<file path="src/rtl/itype_imem_loader_if.sv">
// Handshake and memory-write bundle for itype_imem_loader.
// master: program source / controller side; slave: the loader itself.
interface itype_imem_loader_if #(
    parameter int ADDR_W = 6
);
    logic              start;
    logic              in_valid;
    logic              in_ready;
    logic [11:0]       in_imm;
    logic [4:0]        in_rs1;
    logic [2:0]        in_funct3;
    logic [4:0]        in_rd;
    logic              in_last;
    logic              imem_we;
    logic [ADDR_W-1:0] imem_addr;
    logic [31:0]       imem_wdata;
    logic              busy;
    logic              done;
    logic              overflow;

    modport master (
        output start, in_valid, in_imm, in_rs1, in_funct3, in_rd, in_last,
        input  in_ready, imem_we, imem_addr, imem_wdata, busy, done, overflow
    );

    modport slave (
        input  start, in_valid, in_imm, in_rs1, in_funct3, in_rd, in_last,
        output in_ready, imem_we, imem_addr, imem_wdata, busy, done, overflow
    );
endinterface

</file>
<file path="src/rtl/itype_imem_loader.sv">
// Packs streamed I-type ALU fields into RISC-V words (opcode 0010011) and
// writes them sequentially into the instruction memory write port.
// Optional macro ITYPE_LOADER_NOP_PAD_EN: after the last bundle, fill the
// remaining addresses with NOP (0x00000013) before signalling done.
module itype_imem_loader #(
    parameter int ADDR_W = 6
) (
    input  logic                    clk,
    input  logic                    rst,
    itype_imem_loader_if.slave      bus
);
    localparam logic [1:0] ST_IDLE = 2'd0;
    localparam logic [1:0] ST_LOAD = 2'd1;
    localparam logic [1:0] ST_DONE = 2'd2;
`ifdef ITYPE_LOADER_NOP_PAD_EN
    localparam logic [1:0] ST_PAD  = 2'd3;
`endif

    localparam logic [6:0]        OPC_OPIMM = 7'b0010011;
    localparam logic [31:0]       NOP_WORD  = 32'h0000_0013;
    localparam logic [ADDR_W-1:0] PTR_MAX   = '1;

    logic [1:0]        state_q, state_d;
    logic [ADDR_W-1:0] wr_ptr_q, wr_ptr_d;
    logic              we_q, we_d;
    logic [ADDR_W-1:0] addr_q, addr_d;
    logic [31:0]       wdata_q, wdata_d;
    logic              done_q, done_d;
    logic              ovf_q, ovf_d;
    logic              in_ready;
    logic              handshake;

    assign in_ready  = (state_q == ST_LOAD);
    assign handshake = bus.in_valid & in_ready;

    // Next-state, write-port and status logic for the load session.
    always_comb begin
        state_d  = state_q;
        wr_ptr_d = wr_ptr_q;
        we_d     = 1'b0;
        addr_d   = addr_q;
        wdata_d  = wdata_q;
        done_d   = done_q;
        ovf_d    = ovf_q;
        case (state_q)
            ST_IDLE, ST_DONE: begin
                if (bus.start) begin
                    state_d  = ST_LOAD;
                    wr_ptr_d = '0;
                    done_d   = 1'b0;
                    ovf_d    = 1'b0;
                end
            end
            ST_LOAD: begin
                if (handshake) begin
                    we_d     = 1'b1;
                    addr_d   = wr_ptr_q;
                    wdata_d  = {bus.in_imm, bus.in_rs1, bus.in_funct3, bus.in_rd, OPC_OPIMM};
                    wr_ptr_d = wr_ptr_q + 1'b1;
                    if (wr_ptr_q == PTR_MAX) begin
                        // Last slot written: finish, flagging overflow if the program continues.
                        state_d = ST_DONE;
                        done_d  = 1'b1;
                        if (!bus.in_last) begin
                            ovf_d = 1'b1;
                        end
                    end else if (bus.in_last) begin
`ifdef ITYPE_LOADER_NOP_PAD_EN
                        state_d = ST_PAD;
`else
                        state_d = ST_DONE;
                        done_d  = 1'b1;
`endif
                    end
                end
            end
`ifdef ITYPE_LOADER_NOP_PAD_EN
            ST_PAD: begin
                we_d     = 1'b1;
                addr_d   = wr_ptr_q;
                wdata_d  = NOP_WORD;
                wr_ptr_d = wr_ptr_q + 1'b1;
                if (wr_ptr_q == PTR_MAX) begin
                    state_d = ST_DONE;
                    done_d  = 1'b1;
                end
            end
`endif
            default: begin
                state_d = ST_IDLE;
            end
        endcase
    end

    // State and registered write port; synchronous reset returns to idle.
    always_ff @(posedge clk) begin
        if (rst) begin
            state_q  <= ST_IDLE;
            wr_ptr_q <= '0;
            we_q     <= 1'b0;
            addr_q   <= '0;
            wdata_q  <= '0;
            done_q   <= 1'b0;
            ovf_q    <= 1'b0;
        end else begin
            state_q  <= state_d;
            wr_ptr_q <= wr_ptr_d;
            we_q     <= we_d;
            addr_q   <= addr_d;
            wdata_q  <= wdata_d;
            done_q   <= done_d;
            ovf_q    <= ovf_d;
        end
    end

    assign bus.in_ready   = in_ready;
    assign bus.imem_we    = we_q;
    assign bus.imem_addr  = addr_q;
    assign bus.imem_wdata = wdata_q;
`ifdef ITYPE_LOADER_NOP_PAD_EN
    assign bus.busy       = (state_q == ST_LOAD) | (state_q == ST_PAD);
`else
    assign bus.busy       = (state_q == ST_LOAD);
`endif
    assign bus.done       = done_q;
    assign bus.overflow   = ovf_q;
endmodule
</file>
<file path="src/flat_wrapper.sv">
// flat-port wrapper written by rule: the top's interface ports become plain ports
module itype_imem_loader_flat 
#(
    parameter int ADDR_W = 6
)
  (clk, rst, bus_start, bus_in_valid, bus_in_imm, bus_in_rs1, bus_in_funct3, bus_in_rd, bus_in_last, bus_in_ready, bus_imem_we, bus_imem_addr, bus_imem_wdata, bus_busy, bus_done, bus_overflow);
  itype_imem_loader_if #(.ADDR_W(ADDR_W)) bus_i ();
  input  logic clk;
  input  logic rst;
  input wire logic [$bits(bus_i.start)-1:0] bus_start;
  input wire logic [$bits(bus_i.in_valid)-1:0] bus_in_valid;
  input wire logic [$bits(bus_i.in_imm)-1:0] bus_in_imm;
  input wire logic [$bits(bus_i.in_rs1)-1:0] bus_in_rs1;
  input wire logic [$bits(bus_i.in_funct3)-1:0] bus_in_funct3;
  input wire logic [$bits(bus_i.in_rd)-1:0] bus_in_rd;
  input wire logic [$bits(bus_i.in_last)-1:0] bus_in_last;
  output wire logic [$bits(bus_i.in_ready)-1:0] bus_in_ready;
  output wire logic [$bits(bus_i.imem_we)-1:0] bus_imem_we;
  output wire logic [$bits(bus_i.imem_addr)-1:0] bus_imem_addr;
  output wire logic [$bits(bus_i.imem_wdata)-1:0] bus_imem_wdata;
  output wire logic [$bits(bus_i.busy)-1:0] bus_busy;
  output wire logic [$bits(bus_i.done)-1:0] bus_done;
  output wire logic [$bits(bus_i.overflow)-1:0] bus_overflow;
  assign bus_i.start = bus_start;
  assign bus_i.in_valid = bus_in_valid;
  assign bus_i.in_imm = bus_in_imm;
  assign bus_i.in_rs1 = bus_in_rs1;
  assign bus_i.in_funct3 = bus_in_funct3;
  assign bus_i.in_rd = bus_in_rd;
  assign bus_i.in_last = bus_in_last;
  assign bus_in_ready = bus_i.in_ready;
  assign bus_imem_we = bus_i.imem_we;
  assign bus_imem_addr = bus_i.imem_addr;
  assign bus_imem_wdata = bus_i.imem_wdata;
  assign bus_busy = bus_i.busy;
  assign bus_done = bus_i.done;
  assign bus_overflow = bus_i.overflow;
  itype_imem_loader #(.ADDR_W(ADDR_W)) u_core (.clk(clk), .rst(rst), .bus(bus_i));
endmodule
</file>
<file path="config.mk">
export PLATFORM = sky130hd
export DESIGN_NAME = itype_imem_loader_flat
export DESIGN_NICKNAME = d
export VERILOG_FILES = /design/src/rtl/itype_imem_loader_if.sv /design/src/rtl/itype_imem_loader.sv /design/src/flat_wrapper.sv
export SDC_FILE = /design/constraint.sdc
export NUM_CORES = 1
export LEC_CHECK = 0
export ABC_CLOCK_PERIOD_IN_PS = 1450
export BUFFER_PORTS_ARGS = -buffer_cell sky130_fd_sc_hd__buf_2
export CORE_MARGIN = 3
export CORE_UTILIZATION = 41
export CTS_CLUSTER_DIAMETER = 150
export DETAILED_ROUTE_END_ITERATION = 10
export GPL_TIMING_DRIVEN = 0
export PLACE_DENSITY = 0.81
export SLEW_MARGIN = 20
export SYNTH_ARGS = -nofsm -noshare
export SYNTH_HDL_FRONTEND = slang
export SYNTH_SLANG_ARGS = --single-unit
</file>
<file path="constraint.sdc">
create_clock -name clk -period 1.45 [get_ports clk]
set_clock_uncertainty 0.1 [all_clocks]
set_input_delay 0.145 -clock clk [delete_from_list [all_inputs] [get_ports clk]]
set_output_delay 0.145 -clock clk [all_outputs]
set_load 0.005 [all_outputs]
</file>
==> summary.md <==
| Metric | Value |
|---|---|
| Worst Path Arrival | 1550 ps |
| Period utilization | 0.977 |
| Worst skew pair latency | 300 ps |
| TritonCTS clock tree | yes |
| Pre-CTS WS | -46.7 ps |
| Distinct cell type count after synthesis | 28 |
| Largest net degree at the start of global routing | 14 |
| Crit start category | flip-flop |
| Seq/Total Area, Yosys | 0.525 |
| CTS clock-pin slew for the worst setup and hold paths | 80 ps |
| H-tree depth | 2 |
| Fin. Hold Viols | 0 |
| Synth top area share | 0.525 |
| Rows | 22 |
| Setup CP Type | flip-flop to flip-flop |
| GRT Resource Usage Total | 0.184 |
| Layout Cells excl Fill | 356 |
| Post-DP HPWL | 2700 um |
| Area Overhead vs Synth | 50.6% |
| ANT cells | 0 |
| Mapped cell area | 0.00164 mm2 |
| Minimum clock period | 1420 ps |
| Dominant delay contributor by cell family on the critical path | compound AO/OA/AOI/OAI gates |
| Largest area contributor in the netlist | dfxtp_1 |
| NumNets Final | 338 |
| Slowest-stage cell, CP | dfxtp_4 |
| Most frequent cells in the layout | buf_2, nand2_1, dfxtp_1 |
| WL final | 4390 um |
| Core region area | 0.00377 mm2 |
| Fmax achieved | 0.706 GHz |
| Final Total Pwr | 2.39 mW |
| Die width | 69.3 um |
| TritonCTS buffer count | 5 |
| PnR worst setup slack | 33.9 ps |
| CP required | 1580 ps |
| YS warnings | 0 |
| Unrepaired setup endpoints after global routing | true |
| Final setup violating endpoints | 0 |
| Vias | 1682 |
| Pins Over Slew Limit | 0 |
| Vert. Die Dim | 69.3 um |
| Synth top area cells | dfxtp_1, nand2_1, a21oi_1, buf_4, nor2_1 |
| Root buf cell | clkbuf_8 |
| Longest Clk Path Bufs | 2 |
| Via/cell ratio | 4.72 |
| GP Congestion | 0.759 |
| Status | finished clean |
| Dpl cells | 319 |
| Buffers & Inverters on Critical Path | 0 |
| Drt pass-1 iters | 4 |
| FF+latch count, synth | 43 |
| Max Cap Violations | 0 |
| Initial antenna violation count | 0 |
| CP peak stage delay | 370 ps |
| Starting DRC count in detailed routing | 98 |
| Peak VDD IR | 0.578 mV |
| IO Count | 73 |
| Port bufs | 68 |
| Syn_area_per_cell | 8.20 um2 |
| First-pass GRT wire length | 7110 um |
| Vias in the first global route | 1609 |
| Detail Route Antenna Nets | 0 |
| Clock sink count | 43 |
| Syn Inst Count | 200 |
| DR DRC count | 0 |
| Fraction of layout cells with a size suffix above 1 | 0.347 |
| Power Density | 966 mW/mm2 |
| Worst-path fanout max | 5 |
| DIE AREA | 0.00480 mm2 |
| Core Util, Final | 0.655 |
| Initial core utilization | 0.435 |
| Fill cells | 311 |
| Leakage | 1.11 nW |
| Worst Hold Class | input pin to flip-flop |
| Crit. End Element | flip-flop |
| WL/cell | 12.3 um |
| Critical path, cell by cell | ha_4 > a41o_1 > mux2_4 > a21oi_2 |
| Gr ovfl total | 0 |
| Commonest non-fill, non-tap cell in the layout | buf_2 |
==> timing repair <==
| action | 4_1_cts | 5_1_grt |
|---|---|---|
| endpoints found under the hold margin | 25 | 0 |
| setup buffers | 1 | 3 |
| pin swaps | 1 | 2 |
| gates resized for setup | 4 | 9 |
| setup endpoints to repair | 4 | 39 |
| hold buffers | 25 | 0 |
==> routing by layer <==
layer	part of all wire	global-route usage	wire length (um)
met1	0.41	0.205	1800
met2	0.50	0.326	2190
met3	0.055	0.0420	241
met4	0.034	0.0889	151
met5	0	0	0
==> synthesized netlist by cell type, drive strengths merged <==
library cell / instances
a41o: 1
inv: 1
dfxtp: 43
ha: 1
conb: 1
mux2: 1
xnor2: 2
a211oi: 1
a211o: 1
and2: 1
nand3: 1
nand4: 1
clkbuf: 4
a22oi: 2
o21ai: 1
nand2: 65
a311oi: 1
nand2b: 2
o211ai: 1
a21oi: 35
nor2: 14
xor2: 2
buf: 14
and3b: 1
nor2b: 2
nand3b: 1
==> sequential cells by signal, summed over array words and instances, names as in the netlist <==
| signal | count |
|---|---|
| u_core.wr_ptr_q | 6 |
| u_core.bus.imem_we | 1 |
| u_core.bus.overflow | 1 |
| u_core.bus.done | 1 |
| u_core.bus.imem_wdata | 26 |
| u_core.bus.imem_addr | 6 |
| u_core.state_q | 2 |
==> stage by stage <==
step                hold WS, ps  TNS [ps]  instance area (um2)
finish                  0.00538         0                 2470
global route               8.92     -69.7                 2470
CTS                       0.580         0                 2420
detailed placement          284     -46.7                 2050
global placement            266     -5.79                 2050
floorplan                   154         0                 1650
==> cell type report <==
type                            instances  area [um2]  area share
Multi-Input combinational cell        141         703       0.285
Buffer                                 18         109      0.0441
Clock buffer                            7        96.3      0.0390
Timing Repair Buffer                   97         621       0.251
Inverter                                1        3.75     0.00152
Clock inverter                          1        7.51     0.00304
Sequential cell                        43         870       0.352
Tap cell                               48        60.1      0.0243
==> power breakdown <==
group / leakage (nW) / switching [mW] / total, mW / internal (mW)
logic: 0.705 / 0.148 / 0.315 / 0.167
registers: 0.351 / 0.0230 / 1.24 / 1.22
clock network: 0.0505 / 0.397 / 0.829 / 0.433
total: 1.11 / 0.567 / 2.39 / 1.82
==> cells by family after synthesis <==
| group | synth area share |
|---|---|
| AO/OA/AOI/OAI | 0.150 |
| XOR/XNOR | 0.0214 |
| adder cells (fa/ha/maj) | 0.00763 |
| buffers and inverters | 0.0664 |
| flip-flops | 0.525 |
| multiplexers | 0.00915 |
| other | 0.00229 |
| AND/OR/NAND/NOR | 0.218 |
==> path summary, 6_finish.rpt <==
kind,cells past startpoint,from,to,slack [ps]
worst max-delay path,4,u_core.wr_ptr_q[0]$_SDFFE_PP0P_,u_core.bus.done$_SDFFE_PP0P_,30
worst min-delay path,3,bus_in_rs1[1],u_core.bus.imem_wdata[16]$_SDFFE_PP0P_,0.005
worst max register to register,4,u_core.wr_ptr_q[0]$_SDFFE_PP0P_,u_core.bus.done$_SDFFE_PP0P_,30
worst min register to register,2,u_core.bus.imem_wdata[17]$_SDFFE_PP0P_,u_core.bus.imem_wdata[17]$_SDFFE_PP0P_,360
==> worst min-delay path, cell delays in order <==
cell,delay (ps)
buf_2,100
nand2_1,50
a21oi_1,60
Note: power is estimated with default switching activity, not from simulation.
